<file path="config.mk">
export PLATFORM = sky130hd
export DESIGN_NAME = polybius_code_serializer
export DESIGN_NICKNAME = d
export VERILOG_FILES = /design/src/rtl/polybius_pkg.sv /design/src/rtl/polybius_code_split.sv /design/src/rtl/polybius_code_serializer.sv
export SDC_FILE = /design/constraint.sdc
export NUM_CORES = 1
export LEC_CHECK = 0
export BUFFER_PORTS_ARGS = -buffer_cell sky130_fd_sc_hd__buf_4
export CAP_MARGIN = 20
export CORE_ASPECT_RATIO = 1.5
export CORE_MARGIN = 2
export CORE_UTILIZATION = 44
export CTS_BUF_LIST = sky130_fd_sc_hd__clkbuf_8
export CTS_CLUSTER_SIZE = 16
export DETAILED_ROUTE_END_ITERATION = 8
export MAX_ROUTING_LAYER = met4
export PLACE_DENSITY_LB_ADDON = 0.08
export SETUP_SLACK_MARGIN = 0.3
export SLEW_MARGIN = 20
export SYNTH_ARGS = -nofsm -noshare
export SYNTH_HDL_FRONTEND = slang
export SYNTH_SLANG_ARGS = --single-unit
</file>
<file path="constraint.sdc">
create_clock -name clk -period 8.5 [get_ports clk]
set_input_delay 0 -clock clk [delete_from_list [all_inputs] [get_ports clk]]
set_output_delay 0 -clock clk [all_outputs]
set_load 0.02 [all_outputs]
</file>
<file path="src/rtl/polybius_pkg.sv">
// Shared constants for the Polybius encrypt/decrypt paths: ASCII bytes, digit range
// and the serializer FSM state encoding.
package polybius_pkg;

    localparam logic [7:0] ZERO  = 8'h30;
    localparam logic [7:0] QMARK = 8'h3F;
    localparam logic [7:0] CR    = 8'h0D;
    localparam logic [7:0] LF    = 8'h0A;
    localparam logic [7:0] SPACE = 8'h20;

    localparam logic [2:0] MIN_DIGIT = 3'd1;
    localparam logic [2:0] MAX_DIGIT = 3'd5;

    typedef enum logic [2:0] {
        ST_IDLE,
        ST_TENS,
        ST_UNITS,
        ST_ERR,
        ST_SEP,
        ST_CR,
        ST_LF
    } state_t;

endpackage

</file>
<file path="src/rtl/polybius_code_split.sv">
// Splits a binary-valued two-digit Polybius code into its decimal digits and flags
// whether both digits lie in the grid range.
module polybius_code_split
    import polybius_pkg::*;
(
    input  logic [7:0] code,
    output logic [2:0] tens,
    output logic [2:0] units,
    output logic       valid
);

    logic [7:0] rem;

    // Compare chain instead of a divider; anything >= 60 is rejected outright.
    always_comb begin
        tens = '0;
        rem  = code;
        if (code >= 8'd50) begin
            tens = 3'd5;
            rem  = code - 8'd50;
        end else if (code >= 8'd40) begin
            tens = 3'd4;
            rem  = code - 8'd40;
        end else if (code >= 8'd30) begin
            tens = 3'd3;
            rem  = code - 8'd30;
        end else if (code >= 8'd20) begin
            tens = 3'd2;
            rem  = code - 8'd20;
        end else if (code >= 8'd10) begin
            tens = 3'd1;
            rem  = code - 8'd10;
        end
        valid = (code < 8'd60)
             && (tens >= MIN_DIGIT) && (tens <= MAX_DIGIT)
             && (rem >= {5'd0, MIN_DIGIT}) && (rem <= {5'd0, MAX_DIGIT});
        units = rem[2:0];
    end

endmodule

</file>
<file path="src/rtl/polybius_code_serializer.sv">
// Buffers Polybius codes in a small FIFO and emits each as two ASCII digits plus a
// separator, or CR LF at end of message; invalid codes become '?'.
module polybius_code_serializer
    import polybius_pkg::*;
#(
    parameter int unsigned FIFO_DEPTH = 4,
    parameter logic [7:0]  SEP        = 8'h20
) (
    input  logic       clk,
    input  logic       rst,
    input  logic       in_valid,
    output logic       in_ready,
    input  logic [7:0] in_code,
    input  logic       in_last,
    output logic       out_valid,
    input  logic       out_ready,
    output logic [7:0] out_byte,
    output logic       busy,
    output logic       err_pulse
);

    localparam int unsigned AW = $clog2(FIFO_DEPTH);
    localparam int unsigned CW = AW + 1;
    localparam logic [CW-1:0] DEPTH_CNT = CW'(FIFO_DEPTH);

    logic [8:0]    mem [FIFO_DEPTH];
    logic [AW-1:0] wr_ptr, rd_ptr;
    logic [CW-1:0] count;
    logic          full, empty, push, pop;
    logic [8:0]    head;
    logic [2:0]    h_tens, h_units;
    logic          h_valid;

    state_t     state, next_state;
    logic [7:0] next_byte;
    logic       cur_last, next_last;
    logic [2:0] cur_units, next_units;
    logic       hs, load;

    assign full      = (count == DEPTH_CNT);
    assign empty     = (count == '0);
    assign in_ready  = !full && !rst;
    assign push      = in_valid && in_ready;
    assign head      = mem[rd_ptr];
    assign out_valid = (state != ST_IDLE);
    assign busy      = !empty || (state != ST_IDLE);
    assign hs        = out_valid && out_ready;

    polybius_code_split u_split (
        .code  (head[7:0]),
        .tens  (h_tens),
        .units (h_units),
        .valid (h_valid)
    );

    always_comb begin
        next_state = state;
        next_byte  = out_byte;
        next_last  = cur_last;
        next_units = cur_units;
        load       = 1'b0;
        pop        = 1'b0;
        err_pulse  = 1'b0;
        case (state)
            ST_IDLE: load = !empty;
            ST_TENS: if (hs) begin
                next_state = ST_UNITS;
                next_byte  = ZERO + {5'd0, cur_units};
            end
            ST_UNITS, ST_ERR: if (hs) begin
                next_state = cur_last ? ST_CR : ST_SEP;
                next_byte  = cur_last ? CR : SEP;
            end
            ST_CR: if (hs) begin
                next_state = ST_LF;
                next_byte  = LF;
            end
            ST_SEP, ST_LF: if (hs) begin
                if (!empty) load = 1'b1;
                else        next_state = ST_IDLE;
            end
            default: next_state = ST_IDLE;
        endcase
        // Popping straight from SEP/LF keeps the byte stream gap-free across symbols.
        if (load) begin
            pop        = 1'b1;
            next_last  = head[8];
            next_units = h_units;
            if (h_valid) begin
                next_state = ST_TENS;
                next_byte  = ZERO + {5'd0, h_tens};
            end else begin
                next_state = ST_ERR;
                next_byte  = QMARK;
                err_pulse  = 1'b1;
            end
        end
    end

    always_ff @(posedge clk or posedge rst) begin
        if (rst) begin
            state     <= ST_IDLE;
            out_byte  <= '0;
            cur_last  <= 1'b0;
            cur_units <= '0;
        end else begin
            state     <= next_state;
            out_byte  <= next_byte;
            cur_last  <= next_last;
            cur_units <= next_units;
        end
    end

    always_ff @(posedge clk or posedge rst) begin
        if (rst) begin
            wr_ptr <= '0;
            rd_ptr <= '0;
            count  <= '0;
        end else begin
            if (push) wr_ptr <= wr_ptr + 1'b1;
            if (pop)  rd_ptr <= rd_ptr + 1'b1;
            case ({push, pop})
                2'b10:   count <= count + 1'b1;
                2'b01:   count <= count - 1'b1;
                default: count <= count;
            endcase
        end
    end

    always_ff @(posedge clk) begin
        if (push) mem[wr_ptr] <= {in_last, in_code};
    end

endmodule
</file>
Word-level counts from Yosys, hierarchy flattened
Memory sizes are Yosys's and may differ from the RTL's.
Index checks and enable logic that the tools add are counted.
Word-level totals
  flip-flop bits (word level): 22
  memories kept: 1
  memory bits (writable): 36
  output and inout port bits: 12
Operators by class
  eq/ne operators: 15
  $add $sub $neg: 11
  order comparisons: 10
  reductions and logical operators: 20
  muxes and demuxes: 35
Memories
  mem: words 4, bits a word 9, read ports 1, clocked after memory_dff 0, wr ports 1, line polybius_code_serializer.sv:26  | logic [8:0] mem [FIFO_DEPTH];
Operator list (count)
  2-to-1 mux 8 bit: 9
  2-to-1 mux 3 bit: 10
  one-hot mux 8 bit (3 select lines): 1
  >= comparator 8 x 5 -> 1 bit (second input constant): 2
  >= comparator 8 x 6 -> 1 bit (second input constant): 2
  subtractor 8 x 5 -> 8 bit (second input constant): 2
  subtractor 8 x 6 -> 8 bit (second input constant): 2
  inequality test 3 bit (second input constant): 5
  one-hot mux 3 bit (5 select lines): 1
  adder 6 x 3 -> 7 bit (first input constant): 2
  == test 3 bit (second input constant): 4
  2-to-1 mux 1 bit: 9
  >= comparator 8 x 1 -> 1 bit (second input constant): 1
  >= comparator 8 x 4 -> 1 bit (second input constant): 1
  less-or-equal comparator 8 x 3 -> 1 bit (second input constant): 1
  less-than comparator 8 x 6 -> 1 bit (second input constant): 1
  subtractor 8 x 4 -> 8 bit (second input constant): 1
  logical AND 1 bit: 7
  2-to-1 mux 7 bit: 1
  == test 3 x 2 -> 1 bit (second input constant): 2
  zero test 3 bit: 2
  2-to-1 mux 6 bit: 1
  one-hot mux 3 bit (2 select lines): 1
  AND reduction 6 bit: 1
  other kinds (18): 22

Logic depth before layout (Yosys ltp)
Gate-level depths: netlist of run 1.
An unclocked memory read counts as a cell.
  depth after elaboration: 14
  gate-level depth with buffers: 16

Hierarchy
A second synthesis of run 1 with hierarchy kept.
Unflattened totals
  cells, all modules: 272
  area, all modules: 3196.8 µm²
By module, submodules not included
  polybius_code_serializer: area each 2464.9 µm², cells each 171, sequential area each 1581.5 µm², times used 1
  polybius_code_split: area each 732.0 µm², cells each 101, sequential area each 0.0 µm², times used 1

Worst setup path before layout of run 1
No wires, ideal clock.
  kind: reg2reg
  from: register rd_ptr[0]
  to: register out_byte[1]
  library setup time: 127 ps
  clock period less this slack: 3726 ps
  cell stages (with the launch flop): 15
  data required time: 8373 ps
  path slack: 4774 ps
  arrival time: 3599 ps
  path through: dfrtp_1 -> buf_6 -> buf_1 -> mux4_2 -> inv_1 -> ha_1 -> nand2_1 -> o22a_1 -> o311ai_1 -> nand3_1 -> and3_1 -> o221ai_1 -> o2111ai_2 -> o31ai_1 -> o21ai_1
On the way
  longest elaborated chain between the ends: 14
  elaborated cells between the ends (all ways): 33
Ends and longest elaborated chain
  start, declared: line polybius_code_serializer.sv:27  | logic [AW-1:0] wr_ptr, rd_ptr;
  start signal, assigned: line polybius_code_serializer.sv:121  | if (pop) rd_ptr <= rd_ptr + 1'b1;
  memory (4 x 9 bit) (*)
  parallel branches: the longest is 11 deep, another holds subtractor 8 x 4 -> 8 bit
  2-to-1 mux 7 bit (*): line polybius_code_serializer.sv:89  | if (h_valid) begin
  2-to-1 mux 8 bit (*): line polybius_code_serializer.sv:85  | if (load) begin
  end signal, assigned: line polybius_code_serializer.sv:108  | out_byte <= next_byte;
  end, declared: line polybius_code_serializer.sv:17  | output logic [7:0] out_byte,
Every way passes the cells marked *.
A chain may end at the register's enable or synchronous reset.

Final worst setup path of run 1
  from: register rd_ptr[0]
  to: output port err_pulse
On the way
  longest elaborated chain between the ends: 14
  elaborated cells between the ends (all ways): 32
Ends and longest elaborated chain
  memory (4 x 9 bit) (*)
  parallel branches: the longest is 10 deep, another holds subtractor 8 x 4 -> 8 bit
  logical AND 1 bit (*): line polybius_code_split.sv:36  | && (rem >= {5'd0, MIN_DIGIT}) && (rem <= {5'd0, MAX_DIGIT});
  2-to-1 mux 1 bit (*): line polybius_code_serializer.sv:89
  2-to-1 mux 1 bit (*): line polybius_code_serializer.sv:85
  end, declared: line polybius_code_serializer.sv:19  | output logic err_pulse
Marks and branches as above.

==> results.ini, run 1 <==
[worst_setup_path]
cp.arrival_ps = 4840
ff2ff_path_depth = 12
critical_path.cell_chain = mux4_2 -> inv_1 -> ha_1 -> nand2_1 -> o22a_1 -> o311ai_1 -> nand3_1 -> and3_1 -> or2_0 -> o2111ai_2 -> nand2_2 -> inv_1 -> buf_4
cp_max_fo = 18
max_stage_delay_ps = 940
crit_slowest_cell = dfrtp_1
cp_data_required_time_ps = 8500
r2r-end = out_byte[2]
r2r_start = rd_ptr[0]
start_kind = flip-flop
regToRegSetupSlack_ps = 3910
crit_top_cell = inv_1
path_class = reg2out
crit_path_end_kind = output pin

[synthesis]
synthMostInstantiatedCell = edfxtp_1
synth-compound-area-share_pct = 16.9
syn_avg_cell_area_sq_um = 11.1
synth_top_area_cell = edfxtp_1
netlist_top_cells_count = edfxtp_1 (36), nand2_1 (27), inv_1 (21), dfrtp_1 (20), ha_1 (17)
ys_seq_elements = 56
yosysUniqueCellTypes = 66
yosysWarnings = 0
muxShareOfSynthArea_pct = 8.48
synthAdderAreaFrac_pct = 6.83
synth-xor-area-share_pct = 2.57
syn_inst = 308
yosys.area_share.simple_pct = 13.7
synth-edff-count = 36
ys_seq_area_share_pct = 46.4
ys_async_sr_fraction_pct = 35.7
synth_top_area_share_pct = 31.7
syn_area_sq_um = 3410
synth_top_family_by_area = compound AO/OA/AOI/OAI gates
yosys_most_used_dff = edfxtp_1
synthTopCellsByArea = edfxtp_1 (32%), dfrtp_1 (15%), ha_1 (6.2%), mux4_2 (5.3%), nand2_1 (3.0%)

[drt]
postRouteAntennaNets = 0
via_count = 2490
routed_wl_um = 7300
drtIter0Drc = 137
wl_per_cell_um = 16.7
drc_errors = 0
routed_via_density = 5.68
first_pass_iters = 5

[grt]
grt_pass1_wl_um = 12000
grt_max_degree = 21
grt_pass1_vias = 2504
overflow = 0
antenna_found_initial = 0
grt_use_total_pct = 19.3

[cts]
clk_latency_ps = 320
cts.sinks = 56
ctsHoldBuffers = 11
cts_max_level = 2
cts_setup_buffers = 0
clk_pin_slew_ps = 110
cts-root-buf = clkbuf_8
ctsResizeCount = 0
clockBufferDepth = 2
numCtsBuffers = 5
cts_tree = done

[power_and_ir_drop]
power.density_nw_per_um2 = 377
switching_power_mw = 0.679
peakVddDrop_uv = 176
leakage_nw = 1.47
p_comb_share_pct = 58.8
clkPwrFrac_pct = 10.1
pwr-share-seq_pct = 31.1
p_int_mw = 0.761
p_total_mw = 1.44
switching_share_pct = 47.1

[cells_and_area]
area_growth_pct = 12.2
finalNonFillerCells = 438
drive_above_1_share_pct = 15.5
diodes = 0
finalNetCount = 366
n_fill_cell = 689

[floorplan]
die_x_um = 75.9
initial_core_util_pct = 45.0
core_sq_um = 7560
die_y_um = 112
rows = 39
die-area_sq_um = 8480
io_pins = 25

[placed_design]
finalWeightedCongestion = 0.899
dp_cells = 419
hpwl_um = 5400
portBuffers = 22

[sta]
finalCriticalPeriod_ps = 4840
post-route-period-util_pct = 56.9
slew_headroom_pct = 37.0
hold_viol = 0
setup_violations = 0
max_freq_ghz = 0.207
max_slew.worst_pin.slew_ps = 933
finalMaxSlewViolations = 0
whs_ps = 77.7
finClkSkew_ps = 15.4
setup_tns_ps = 0
rsz0062_at_grt = false

[hold_path]
min_to = wr_ptr[0]
hold_start = in_valid
whs_path_depth = 3
min_path_type = in2reg

[outcome]
outcome = finished, final reports clean

[job]
cap_violations = 0

through the flow:
step           area [sq um]  util, %  setup WS (ps)
6_report               3820     50.6           3660
5_1_grt                3820     50.6           3350
4_1_cts                3820     50.6           3680
3_5_place_dp           3620     47.9           3960
3_3_place_gp           3620     47.9           3980
2_1_floorplan          3410        -           4770
cells by family (layout without fill, tap and decap cells):
group           after synthesis  after routing
buf+inv                      36             63
flops                        56             56
xor+xnor                     10             10
mux                          17             17
simple gates                 91             91
fa+ha+maj                    18             18
compound gates               79             79
other cells                   1              2
state kept, by name (all words and copies together) (netlist names):
signal     flops
state          3
rd_ptr         2
cur_units      3
cur_last       1
wr_ptr         2
out_byte       6
mem           36
count          3
critical path, delay by kind of cell (launching register included):
| kind | cells | cell delay, ps |
|---|---|---|
| AO/OA/AOI/OAI | 3 | 1170 |
| adder cells (fa/ha/maj) | 1 | 220 |
| buffers and inverters | 3 | 510 |
| flip-flops | 1 | 940 |
| multiplexers | 1 | 720 |
| AND/OR/NAND/NOR | 5 | 950 |
final cells by class:
class	count	area [sq um]	area share, %
timing repair buffer	33	275	7.20
clock buffer	5	68.8	1.80
inverter	22	85.1	2.23
sequential	56	1580	41.4
clock inverter	3	23.8	0.622
multi-input combinational	217	1660	43.5
tap	102	128	3.34
worst max-delay path by stage:
stage	startpoint	to	slack (ps)	depth (start not counted)
5_1_grt	rd_ptr[0]	err_pulse	3350	13
3_3_place_gp	rd_ptr[0]	out_byte[2]	3980	12
4_1_cts	rd_ptr[0]	err_pulse	3680	13
6_report	rd_ptr[0]	err_pulse	3660	13
3_5_place_dp	rd_ptr[0]	out_byte[0]	3960	12
2_1_floorplan	rd_ptr[0]	out_byte[1]	4770	14
layer usage:
metal | part of all wire, % | up-vias | track usage (%)
li1 | - | 1210 | -
met2 | 50 | 72 | 30.6
met3 | 3.3 | 23 | 3.08
met4 | 4.5 | 0 | 11.1
met5 | 0 | - | -
met1 | 42 | 1185 | 22.5
cell usage in the layout (no fill, tap or decap), drive strengths merged, types with 3 or more instances in the layout:
cell          n
a21oi        10
a31oi         4
and2          4
and3          7
buf          22
clkbuf        5
dfrtp        20
dlygate4sd3  11
edfxtp       36
ha           17
inv          22
mux2          5
mux2i         4
mux4          8
nand2        28
nand2b        3
nand3         7
nor2         14
nor2b         4
nor3          5
nor4          4
o2111ai       4
o21a          4
o21ai        18
o221ai        5
o311a         3
o311ai        4
o31ai         8
or2           4
or3           4
xnor2         6
xor2          4
power by group through the flow:
stage,clock network [mW],logic (mW),registers [mW]
3_5_place_dp,0,0.835,0.456
5_1_grt,0.163,0.931,0.461
2_1_floorplan,0,0.674,0.416
6_report,0.146,0.847,0.447
4_1_cts,0.153,0.841,0.449
3_3_place_gp,0,0.839,0.453
No activity file was read; power rests on OpenSTA's default activity.
==> run 2: changes to the inputs <==
clock period = 4.2 ns   (was 8.5 ns; I/O delays follow)
==> run 2 against run 1 <==
- wire length increased by 0.29%
- clock skew barely moved
- cell count up 3.0%
- sequential power grew 91%
- combinational power rose by 120%
- register-to-register slack got worse by 3100 ps
- count of clock-buffer cells in the layout unchanged
- utilization rose by 2.2 points
- via count is 1.9% higher
- critical endpoint unchanged
- largest cell class unchanged
==> results.ini, run 2 (synthesized netlist as in run 1, its figures left out) <==
[outcome]
outcome = finished, final reports clean

[cells_and_area]
top_register = mem
final_common_cell = edfxtp_1
n_fill_cell = 698
fin_area_sq_um = 3990
largest_reg_flops = 36
diodes = 0
area_growth_pct = 17.2
drive_above_1_share_pct = 21.2
finalNetCount = 379
largestRegisters = mem (36), out_byte (6)
final_cell_mix = edfxtp_1 (36), buf_4 (34), nand2_1 (27), inv_1 (22), dfrtp_1 (18)

[cts]
clk_latency_ps = 300
cts_max_level = 2
cts-root-buf = clkbuf_8
cts_tree = done
numCtsBuffers = 5
clk_pin_slew_ps = 100
cts.sinks = 56
clockBufferDepth = 2

[drt]
routed_wl_um = 7330
drtIter0Drc = 206
first_pass_iters = 4
postRouteAntennaNets = 0
drc_errors = 0
routed_via_density = 5.63
wl_per_cell_um = 16.2
via_count = 2537

[sta]
post-route-period-util_pct = 87.5
finalMaxSlewViolations = 0
max_freq_ghz = 0.272
slew_headroom_pct = 48.3
finalCriticalPeriod_ps = 3670
rsz0062_at_grt = false
max_slew.worst_pin.slew_ps = 774
hold_viol = 0
setup_violations = 0
setup_tns_ps = 0
whs_ps = 81.9
fin_ws_ps = 527
finClkSkew_ps = 15.6

[floorplan]
die_y_um = 112
core_sq_um = 7560
rows = 39
initial_core_util_pct = 45.0
die_x_um = 75.9
io_pins = 25
die-area_sq_um = 8480

[placed_design]
place_ws_ps = 369
finalWeightedCongestion = 0.938
portBuffers = 22
place_area_sq_um = 3710
hpwl_um = 5520

[grt]
grt_use_total_pct = 19.7
grt_max_degree = 21
overflow = 0
grt_pass1_wl_um = 12500
grt_pass1_vias = 2520
antenna_found_initial = 0

[worst_setup_path]
crit_path_start = rd_ptr[0]
cp_max_fo = 9
cp.arrival_ps = 3670
start_kind = flip-flop
cp_data_required_time_ps = 4200
crit_path_end_kind = output pin
path_class = reg2out
r2r_start = rd_ptr[0]

[power_and_ir_drop]
p_total_mw = 3.10
peakVddDrop_uv = 336
power.density_nw_per_um2 = 775
leakage_nw = 1.56

[job]
cap_violations = 0

[hold_path]
min_path_type = in2reg
hold_start = in_valid

==> run 2: cell types whose count changed in the layout (fill, tap and decap cells not counted), moves of 2 or more <==
cell     previous run  this run
buf_4              22        34
dfrtp_1            20        18
dfrtp_2             0         2
nor3_1              5         3
nor3_2              0         2
==> run 2: routing by layer <==
| metal | share of wire (%) | global-route usage [%] | up-vias | wire, um |
|---|---|---|---|---|
| li1 | - | - | 1240 | - |
| met1 | 43 | 24.8 | 1226 | 3130 |
| met2 | 51 | 30.9 | 53 | 3760 |
| met3 | 2.0 | 2.26 | 18 | 145 |
| met4 | 4.0 | 9.36 | 0 | 292 |
| met5 | 0 | - | - | 0 |
==> run 2: final cells by class <==
cell class	count	area, sq um	share of cell area, %
flip-flops and latches	56	1580	39.7
clock inverters	3	37.5	0.940
multi-input cells	217	1700	42.6
inverters	22	88.8	2.22
clock buffers	5	68.8	1.72
repair buffers	46	385	9.65
well taps	102	128	3.20
==> run 2: final timing paths <==
path | slack (ps) | endpoint | cells past startpoint
min reg2reg | 490 | out_byte[0] | 2
max in group asynchronous | 3270 | rd_ptr[0] | 3
max | 530 | err_pulse | 12
min in group asynchronous | 400 | count[2] | 3
min | 80 | wr_ptr[0] | 3
max reg2reg | 770 | out_byte[1] | 12
==> run 2: worst max-delay path, cell delays in order (launching register included) <==
cell and delay [ps]:
dfrtp_2 440, mux4_2 630, ha_1 310, nand3b_1 110, o22ai_1 140, or3_4 450, a21o_1 200, a32o_1 250
or2_1 240, o2111ai_2 290, nand2_2 130, inv_1 70, buf_4 130
==> run 2: report_power, final <==
part	switching, mW	internal (mW)	leakage (nW)
clock network	0.162	0.174	0.0607
logic	1.10	0.803	0.936
registers	0.121	0.734	0.562
total	1.38	1.71	1.56
==> run 2: what timing repair did <==
action,4_1_cts,5_1_grt
pin swaps,0,0
setup endpoints to repair,1,4
gates cloned,0,0
hold buffers,11,0
gates resized for setup,3,9
setup buffers,1,2
hold endpoints to repair,58,0
==> run 2: stage by stage <==
stage / utilization (%) / cells
after floorplan: - / 309
after global placement: 49.0 / 429
final: 52.8 / 451
after CTS: 52.1 / 449
after global routing: 52.8 / 451
after detailed placement: 49.0 / 429
==> run 3: changes to the inputs <==
--- a/config.mk
+++ b/config.mk
@@ -17,2 +17,3 @@
 export PLACE_DENSITY_LB_ADDON = 0.08
+export REMOVE_ABC_BUFFERS = 1
 export SETUP_SLACK_MARGIN = 0.3
==> constraint.sdc (replaced) <==
create_clock -name clk -period 4.2 [get_ports clk]
set_input_delay 0.84 -clock clk [delete_from_list [all_inputs] [get_ports clk]]
set_output_delay 0.84 -clock clk [all_outputs]
set_load 0.02 [all_outputs]
==> run 3 against run 2 <==
- the run now ends with negative setup slack left
- cell count rose by 5.3%
- hold slack improved by 410 ps
- sequential cell count did not move
- global-route usage rose by 0.71 points
- total power rose by 15%
- via count rose by 5.2%
- critical path depth rose by 2
- clock skew fell by 2.1 ps
- wire length rose by 8.5%
- register-to-register slack got worse by 130 ps
- fmax fell by 16%
- sequential share of layout area fell by 3.1 points
- critical endpoint unchanged
==> results.ini, run 3 (synthesized netlist as in run 1, its figures left out) <==
[outcome]
outcome = complete, but fails checks
violations = negative setup slack

[sta]
post-route-period-util_pct = 104
finalMaxSlewViolations = 0
finClkSkew_ps = 13.5
finalCriticalPeriod_ps = 4380
fin_ws_ps = -185
slew_headroom_pct = 48.5
max_freq_ghz = 0.228
max_slew.worst_pin.slew_ps = 771
rsz0062_at_grt = true
hold_viol = 0
setup_violations = 1

[worst_setup_path]
crit_path_end_kind = output pin
path_class = reg2out
start_kind = flip-flop
cp_data_required_time_ps = 3360
cp_max_fo = 6
cp.arrival_ps = 3540

[grt]
grt_max_degree = 21
overflow = 0
grt_pass1_vias = 2646
grt_use_total_pct = 20.4
antenna_found_initial = 0
grt_pass1_wl_um = 12700

[power_and_ir_drop]
leakage_nw = 1.71
power.density_nw_per_um2 = 823
peakVddDrop_uv = 331

[placed_design]
portBuffers = 22
hpwl_um = 5870
finalWeightedCongestion = 0.952
place_ws_ps = -146

[cts]
cts_max_level = 2
numCtsBuffers = 5
cts_tree = done
clk_latency_ps = 310
clk_pin_slew_ps = 100
clockBufferDepth = 2
cts.sinks = 56
cts-root-buf = clkbuf_8

[cells_and_area]
final_common_cell = buf_4
finalNetCount = 403
largestRegisters = mem (36), out_byte (6)
n_fill_cell = 647
area_growth_pct = 27.2
diodes = 0
top_register = mem
final_cell_mix = buf_4 (66), edfxtp_1 (36), nand2_1 (26), inv_1 (19), dfrtp_1 (19)
post-route-util_pct = 57.3
largest_reg_flops = 36
drive_above_1_share_pct = 35.9

[floorplan]
rows = 39
initial_core_util_pct = 45.0
die_y_um = 112
die_x_um = 75.9
core_sq_um = 7560
die-area_sq_um = 8480
io_pins = 25

[drt]
first_pass_iters = 4
postRouteAntennaNets = 0
wl_per_cell_um = 16.7
routed_via_density = 5.62
drtIter0Drc = 250
drc_errors = 0
routed_wl_um = 7950
via_count = 2670

[job]
cap_violations = 0

[hold_path]
min_path_type = reg2reg

## run 3: stage by stage
stage	TNS [ps]	cell area [sq um]	power, mW	hold slack (ps)	cells
after floorplan	-297	3330	2.15	450	295
after CTS	-188	4210	3.43	499	470
after global placement	-167	3900	2.89	461	453
after global routing	-360	4330	3.84	513	475
final	-185	4330	3.57	490	475
after detailed placement	-146	3900	2.89	476	453
## run 3: metal layers
metal  share of wire (%)  wire length, um  up-vias  GRT usage (%)
met1                  40             3160     1290           24.1
met2                  53             4240       59           32.0
met5                   0                0        -              -
met3                 2.6              209       30           3.71
met4                 4.4              348        0           11.1
li1                    -                -     1291              -
## run 3: critical path: stages (launching register included)
cell and delay, ps:
dfrtp_1 400, buf_12 140, mux4_2 650, ha_4 230, nand2_1 80, o221ai_1 160, buf_4 200, o31a_1 130
nor4_4 350, nor4_2 70, o31ai_2 330, o2111ai_2 210, nand2_2 120, inv_2 40, buf_6 120
## run 3: repair_timing
| item | 4_1_cts | 5_1_grt |
|---|---|---|
| gates resized for setup | 33 | 15 |
| pin swaps | 13 | 9 |
| hold buffers | 0 | 0 |
| buffers inserted | 9 | 5 |
| endpoints found under the setup margin | 1 | 1 |
## run 3: path summary, 6_finish.rpt
path / end / slack [ps] / depth (start not counted) / startpoint
min reg2reg: out_byte[5] / 490 / 1 / out_byte[5]
max in group asynchronous: rd_ptr[1] / 3000 / 2 / rst
min in group asynchronous: wr_ptr[0] / 670 / 2 / rst
max: err_pulse / -180 / 14 / rd_ptr[0]
max reg2reg: out_byte[0] / 640 / 14 / rd_ptr[0]
min: out_byte[5] / 490 / 1 / out_byte[5]
## run 3: power by group
group          switching, mW  leakage [nW]  internal [mW]
Combinational           1.28          1.09           1.10
Sequential             0.113         0.563          0.733
Clock                  0.163        0.0593          0.175
Total                   1.56          1.71           2.01
## run 3: area by class of cell
cell class                      instances  area, sq um  area share, %
Tap cell                              102          128           2.94
Sequential cell                        56         1580           36.5
Clock inverter                          3         38.8          0.895
Multi-Input combinational cell        217         1870           43.2
Clock buffer                            5         68.8           1.59
Inverter                               22         85.1           1.96
Timing Repair Buffer                   70          558           12.9
